==> src/rtl/delay_cfg_pkg.sv <==
// Shared configuration for the delay-line load scheduler: channel map,
// default widths and scheduler state encoding.
package delay_cfg_pkg;

  localparam int DEF_NUM_CH = 9;
  localparam int DEF_VAL_W  = 4;

  localparam int CH_R_WHOLE   = 0;
  localparam int CH_G_WHOLE   = 1;
  localparam int CH_B_WHOLE   = 2;
  localparam int CH_R_RISING  = 3;
  localparam int CH_G_RISING  = 4;
  localparam int CH_B_RISING  = 5;
  localparam int CH_R_FALLING = 6;
  localparam int CH_G_FALLING = 7;
  localparam int CH_B_FALLING = 8;

  typedef enum logic [1:0] {
    ST_IDLE   = 2'd0,
    ST_LOAD   = 2'd1,
    ST_SETTLE = 2'd2
  } sched_state_t;

endpackage

==> src/rtl/rr_arbiter.sv <==
// Combinational round-robin picker: first pending channel after last_grant,
// wrapping modulo NUM_CH. The pointer register lives in the parent.
module rr_arbiter #(
  parameter int NUM_CH = 9
) (
  input  logic [NUM_CH-1:0]         pending,
  input  logic [$clog2(NUM_CH)-1:0] last_grant,
  output logic                      grant_valid,
  output logic [$clog2(NUM_CH)-1:0] grant_idx
);

  localparam int SEL_W = $clog2(NUM_CH);

  always_comb begin
    grant_valid = 1'b0;
    grant_idx   = '0;
    for (int unsigned k = 1; k <= NUM_CH; k++) begin
      int unsigned c;
      c = (32'(last_grant) + k) % NUM_CH;
      if (!grant_valid && pending[SEL_W'(c)]) begin
        grant_valid = 1'b1;
        grant_idx   = SEL_W'(c);
      end
    end
  end

endmodule

==> src/rtl/delay_load_sched.sv <==
// Pushes per-channel delay settings through one shared load port, reloading
// only channels whose request differs from the last loaded value.
module delay_load_sched
  import delay_cfg_pkg::*;
#(
  parameter int NUM_CH        = DEF_NUM_CH,
  parameter int VAL_W         = DEF_VAL_W,
  parameter int SETTLE_CYCLES = 8
) (
  input  logic                      clk_x10,
  input  logic                      g_rst,
  input  logic [NUM_CH*VAL_W-1:0]   delay_value,
  input  logic                      force_all,
  output logic                      ld_valid,
  input  logic                      ld_ready,
  output logic [$clog2(NUM_CH)-1:0] ld_sel,
  output logic [VAL_W-1:0]          ld_data,
  output logic                      busy,
  output logic                      all_synced,
  output logic                      sync_pulse
);

  localparam int SEL_W = $clog2(NUM_CH);
  localparam int CNT_W = (SETTLE_CYCLES > 1) ? $clog2(SETTLE_CYCLES) : 1;
  localparam logic [CNT_W-1:0] SETTLE_LOAD =
    (SETTLE_CYCLES > 0) ? CNT_W'(SETTLE_CYCLES - 1) : '0;

  sched_state_t state, state_next;

  logic [VAL_W-1:0]  req    [NUM_CH];
  logic [VAL_W-1:0]  shadow [NUM_CH];
  logic [NUM_CH-1:0] init_pend;
  logic [NUM_CH-1:0] pending;
  logic [SEL_W-1:0]  last_grant;
  logic [SEL_W-1:0]  grant_idx;
  logic              grant_valid;
  logic [CNT_W-1:0]  settle_cnt;
  logic              grant_fire;
  logic              handshake;
  logic              synced_next;

  always_comb begin
    for (int unsigned i = 0; i < NUM_CH; i++) begin
      req[i]     = delay_value[i*VAL_W +: VAL_W];
      pending[i] = init_pend[i] | (req[i] != shadow[i]);
    end
  end

  rr_arbiter #(
    .NUM_CH (NUM_CH)
  ) u_arb (
    .pending     (pending),
    .last_grant  (last_grant),
    .grant_valid (grant_valid),
    .grant_idx   (grant_idx)
  );

  assign grant_fire  = (state == ST_IDLE) && grant_valid;
  assign handshake   = (state == ST_LOAD) && ld_valid && ld_ready;
  assign synced_next = (state == ST_IDLE) && (pending == '0);
  assign busy        = (state != ST_IDLE);

  always_ff @(posedge clk_x10) begin
    if (g_rst) state <= ST_IDLE;
    else       state <= state_next;
  end

  always_comb begin
    state_next = state;
    case (state)
      ST_IDLE:   if (grant_valid) state_next = ST_LOAD;
      ST_LOAD:   if (handshake) state_next = (SETTLE_CYCLES == 0) ? ST_IDLE : ST_SETTLE;
      ST_SETTLE: if (settle_cnt == '0) state_next = ST_IDLE;
      default:   state_next = ST_IDLE;
    endcase
  end

  always_ff @(posedge clk_x10) begin
    if (g_rst) begin
      ld_valid   <= 1'b0;
      ld_sel     <= '0;
      ld_data    <= '0;
      last_grant <= SEL_W'(NUM_CH - 1);
      settle_cnt <= '0;
      all_synced <= 1'b0;
      sync_pulse <= 1'b0;
    end else begin
      if (grant_fire) begin
        ld_valid   <= 1'b1;
        ld_sel     <= grant_idx;
        ld_data    <= req[grant_idx];
        last_grant <= grant_idx;
      end
      if (handshake) begin
        ld_valid   <= 1'b0;
        settle_cnt <= SETTLE_LOAD;
      end else if (state == ST_SETTLE && settle_cnt != '0) begin
        settle_cnt <= settle_cnt - 1'b1;
      end
      all_synced <= synced_next;
      sync_pulse <= synced_next & ~all_synced;
    end
  end

  // force_all is applied last so a set on the handshake edge wins over the clear
  always_ff @(posedge clk_x10) begin
    if (g_rst) begin
      for (int unsigned i = 0; i < NUM_CH; i++) shadow[i] <= '0;
      init_pend <= '1;
    end else begin
      if (handshake) begin
        shadow[ld_sel]    <= ld_data;
        init_pend[ld_sel] <= 1'b0;
      end
      if (force_all) init_pend <= '1;
    end
  end

endmodule

==> config.mk <==
export PLATFORM = sky130hd
export DESIGN_NAME = delay_load_sched
export DESIGN_NICKNAME = d
export VERILOG_FILES = /design/src/rtl/delay_cfg_pkg.sv /design/src/rtl/rr_arbiter.sv /design/src/rtl/delay_load_sched.sv
export SDC_FILE = /design/constraint.sdc
export NUM_CORES = 1
export LEC_CHECK = 0
export BUFFER_PORTS_ARGS = -buffer_cell sky130_fd_sc_hd__buf_2
export CAP_MARGIN = 20
export CORE_MARGIN = 4
export CORE_UTILIZATION = 55
export CTS_BUF_LIST = sky130_fd_sc_hd__clkbuf_8
export CTS_CLUSTER_SIZE = 30
export DETAILED_ROUTE_END_ITERATION = 16
export MAX_ROUTING_LAYER = met4
export PLACE_DENSITY_LB_ADDON = 0.1
export REMOVE_ABC_BUFFERS = 1
export SYNTH_ARGS = -nofsm -noshare
export SYNTH_HDL_FRONTEND = slang
export SYNTH_SLANG_ARGS = --single-unit
==> constraint.sdc <==
create_clock -name clk_x10 -period 12.15 [get_ports clk_x10]
set_clock_uncertainty 0.15 [all_clocks]
set_input_delay 1.215 -clock clk_x10 [delete_from_list [all_inputs] [get_ports clk_x10]]
set_output_delay 1.215 -clock clk_x10 [all_outputs]
set_load 0.01 [all_outputs]
==> run_results.csv <==
group,metric,value,unit
route,drt_iter0_drc,564,
placed_design,gp_congestion,1.05,
floorplanning,core_area,14600,um2
sta,fin_tns_setup,0,ns
floorplanning,die-height,131,um
cells_and_area,drive_above_1_share,14.4,%
pwr,swShare,55.2,%
cells_and_area,final_cell_area,8910,um2
global_route,grt_max_degree,45,
pwr,cellPowerDensity,325,nW/um2
synthesis,async_flop_share,0,%
sta,maxSlewViolCount,0,
synthesis,ys_top_cells_by_count,"nand2_1, nor2_1, ha_1",
clock_network,cts_made_buffers,9,
run,drv_cap,0,
sta,rsz0062_at_grt,"false",
global_route,grt_pass1_wl,40.5,mm
synthesis,ys_seq_elements,62,
route,first_pass_iters,5,
global_route,grt_pass1_vias,7592,
min_path,hold_path_depth,2,
pwr,power.internal,0.00130,W
route,vias,8256,
critical_path,cp_data_arrival_time,7.96,ns
pwr,p_comb_share,82.8,%
floorplanning,start_util,56.8,%
critical_path,worst_r2r_path_depth,25,
synthesis,synth_top_cells_by_area,"edfxtp_1, ha_1, dfxtp_1, nand2_1, mux2i_1",
sta,setup_viol,0,
clock_network,post-cts-setup-buffer-count,0,
critical_path,path_class,"flop to flop",
critical_path,slowest_delay,0.84,ns
sta,fmax,127,MHz
synthesis,yosysTopAreaCell,"edfxtp_1",
pwr,power.total,0.00290,W
critical_path,critPathRequiredTime,12.24,ns
clock_network,cts_tree,"done",
cells_and_area,multi_input_area,6300,um2
critical_path,ff2ff_setup_slack,4.28,ns
min_path,min_to,"init_pend[5]",
floorplanning,die_w,131,um
route,wl_per_cell,20.8,um
critical_path,slowest_stage,"o21ai_0",
min_path,hp-class,"flop to flop",
synthesis,avgSynthCellArea,7.94,um2
clock_network,clk_pin_slew,0.06,ns
sta,final_hold_viol_count,0,
floorplanning,rows,44,
pwr,vdd_drop_max,0.000185,V
global_route,grt_util_all_layers,31.0,%
synthesis,syn_inst,1047,
status,status,"finished clean",
global_route,overflow,0,
critical_path,start_kind,"flop",
clock_network,cts_resized,0,
route,antenna_left,0,
pwr,p_clk_share,7.5,%
cells_and_area,seq_area,1600,um2
global_route,antenna_found_initial,0,
sta,slew_headroom,26.4,%
synthesis,synth_edf_count,36,
sta,min_period_over_period,64.8,%
pwr,p_leak,3.65,nW
clock_network,clock_latency,0.35,ns
sta,worstMarginPinSlew,1.09,ns
synthesis,yosys.area.top_type_share,13.0,%
synthesis,synth_most_common_cell,"nand2_1",
cells_and_area,final_util,60.9,%
clock_network,cts-root-buf,"clkbuf_8",
route,wl,26.1,mm
route,drcViolationCount,0,
clock_network,cts.htree.levels,3,
critical_path,rr_startpoint,"ld_sel[0]",
clock_network,cts_hold_buf,0,
min_path,hold_path_startpoint,"init_pend[5]",
placed_design,place_hpwl,19.5,mm
clock_network,max-clock-path-buffers,2,
route,via_per_inst,6.57,
synthesis,ys_types,106,
synthesis,netlist_area,8310,um2
placed_design,port_buffers,51,
placed_design,placed_cell_area,8670,um2
synthesis,synth_flop_cell,"edfxtp_1",
critical_path,cp_common_cell,"inv_1",
critical_path,r2r_end,"ld_data[1]",
clock_network,cts_sinks,62,
cells_and_area,fillCellCount,1371,
cells_and_area,syn_to_final_growth,7.24,%
sta,finalCriticalPeriod,7.87,ns
pwr,sequentialPowerShare,9.6,%
cells_and_area,nets,1162,
critical_path,endpoint_kind,"flop",
critical_path,path_max_fanout,29,
synthesis,ys_warn_count,0,
pwr,p_sw,0.00160,W
floorplanning,io_pins,52,
synthesis,synth_seq_area_share,19.3,%
floorplanning,die_area,17100,um2
power by group through the flow:
stage,Sequential (W),Clock [W],Combinational (W)
4_1_cts,0.000280,0.000221,0.00236
2_1_floorplan,0.000303,0,0.00180
5_1_grt,0.000284,0.000232,0.00262
6_report,0.000280,0.000219,0.00240
3_5_place_dp,0.000284,0,0.00235
3_3_place_gp,0.000283,0,0.00233
layout by cell type (no fill, tap or decap), types with 7 or more instances in the layout:
cell,netlist,layout
o211ai_1,14,14
xnor2_1,36,36
nand3_1,46,46
mux4_2,13,13
a22oi_1,8,8
nor2b_1,19,19
and3_1,39,39
o21ai_1,8,8
buf_2,16,51
and2_1,22,22
nand2b_1,16,16
mux2_2,9,9
inv_1,35,37
o22ai_1,8,8
clkbuf_8,0,10
a21oi_1,50,50
or3_1,14,14
xor2_1,23,23
nor2_1,59,59
nand3b_1,8,8
nor3b_1,7,7
a31oi_1,14,14
mux2i_1,35,35
nand2_1,131,131
nand4_1,11,11
ha_1,56,56
dfxtp_1,26,25
nor4_1,11,9
nor3_1,23,23
o21ai_0,44,44
buf_4,4,17
edfxtp_1,36,36
worst max-delay path, delay by kind of cell, from the launching register on:
| kind | cells | cell delay (ns) |
|---|---|---|
| AO/OA/AOI/OAI | 10 | 2.59 |
| adder cells (fa/ha/maj) | 3 | 1.36 |
| AND/OR/NAND/NOR | 5 | 1.03 |
| multiplexers | 2 | 0.68 |
| XOR/XNOR | 1 | 0.28 |
| buffers and inverters | 4 | 0.89 |
| flip-flops | 1 | 0.74 |
logic make-up (layout without fill, tap and decap cells):
| group | after synthesis | in the layout | synth area share (%) |
|---|---|---|---|
| AND/OR/NAND/NOR | 441 | 441 | 27.8 |
| AO/OA/AOI/OAI | 263 | 263 | 23.0 |
| buffers and inverters | 102 | 126 | 5.12 |
| XOR/XNOR | 63 | 63 | 7.00 |
| flip-flops | 62 | 62 | 19.3 |
| multiplexers | 60 | 60 | 9.41 |
| adder cells (fa/ha/maj) | 56 | 56 | 8.43 |
| other | 0 | 1 | 0 |
sequential cells by signal (all words and copies together), names as in the netlist:
register and count:
settle_cnt 3, shadow 36, sync_pulse 1, last_grant 1, ld_valid 1, ld_data 4, init_pend 9, state 2
all_synced 1, ld_sel 4
stage by stage:
| step | worst slack, ns | std cells | hold WS [ns] |
|---|---|---|---|
| floorplan | 3.31 | 987 | 0.269 |
| global route | 3.80 | 1255 | 0.306 |
| global placement | 4.66 | 1239 | 0.279 |
| finish | 4.28 | 1256 | 0.298 |
| CTS | 4.40 | 1255 | 0.296 |
| detailed placement | 4.43 | 1239 | 0.287 |
how the worst max path moves through the flow:
stage,start,end,slack [ns]
finish,ld_sel[0],ld_data[1],4.28
global route,ld_sel[0],ld_data[1],3.80
CTS,ld_sel[0],ld_data[1],4.40
detailed placement,ld_sel[0],ld_data[1],4.43
global placement,ld_sel[0],ld_data[1],4.66
floorplan,ld_sel[0],ld_data[1],3.31
per-layer routing:
metal | vias to the layer above | track usage [%] | part of all wire (%)
met1 | 3935 | 38.8 | 42
met5 | - | - | 0
li1 | 3936 | - | -
met4 | 0 | 12.2 | 3.9
met3 | 61 | 4.27 | 6.8
met2 | 324 | 50.9 | 48
area by class of cell:
| class | count | share of cell area (%) |
|---|---|---|
| Multi-Input combinational cell | 883 | 70.7 |
| Antenna cell | 1 | 0.0281 |
| Clock buffer | 10 | 1.54 |
| Clock inverter | 6 | 1.15 |
| Tap cell | 184 | 2.58 |
| Inverter | 42 | 1.77 |
| Timing Repair Buffer | 68 | 4.29 |
| Sequential cell | 62 | 18.0 |
(Power assumes the default switching activity.)
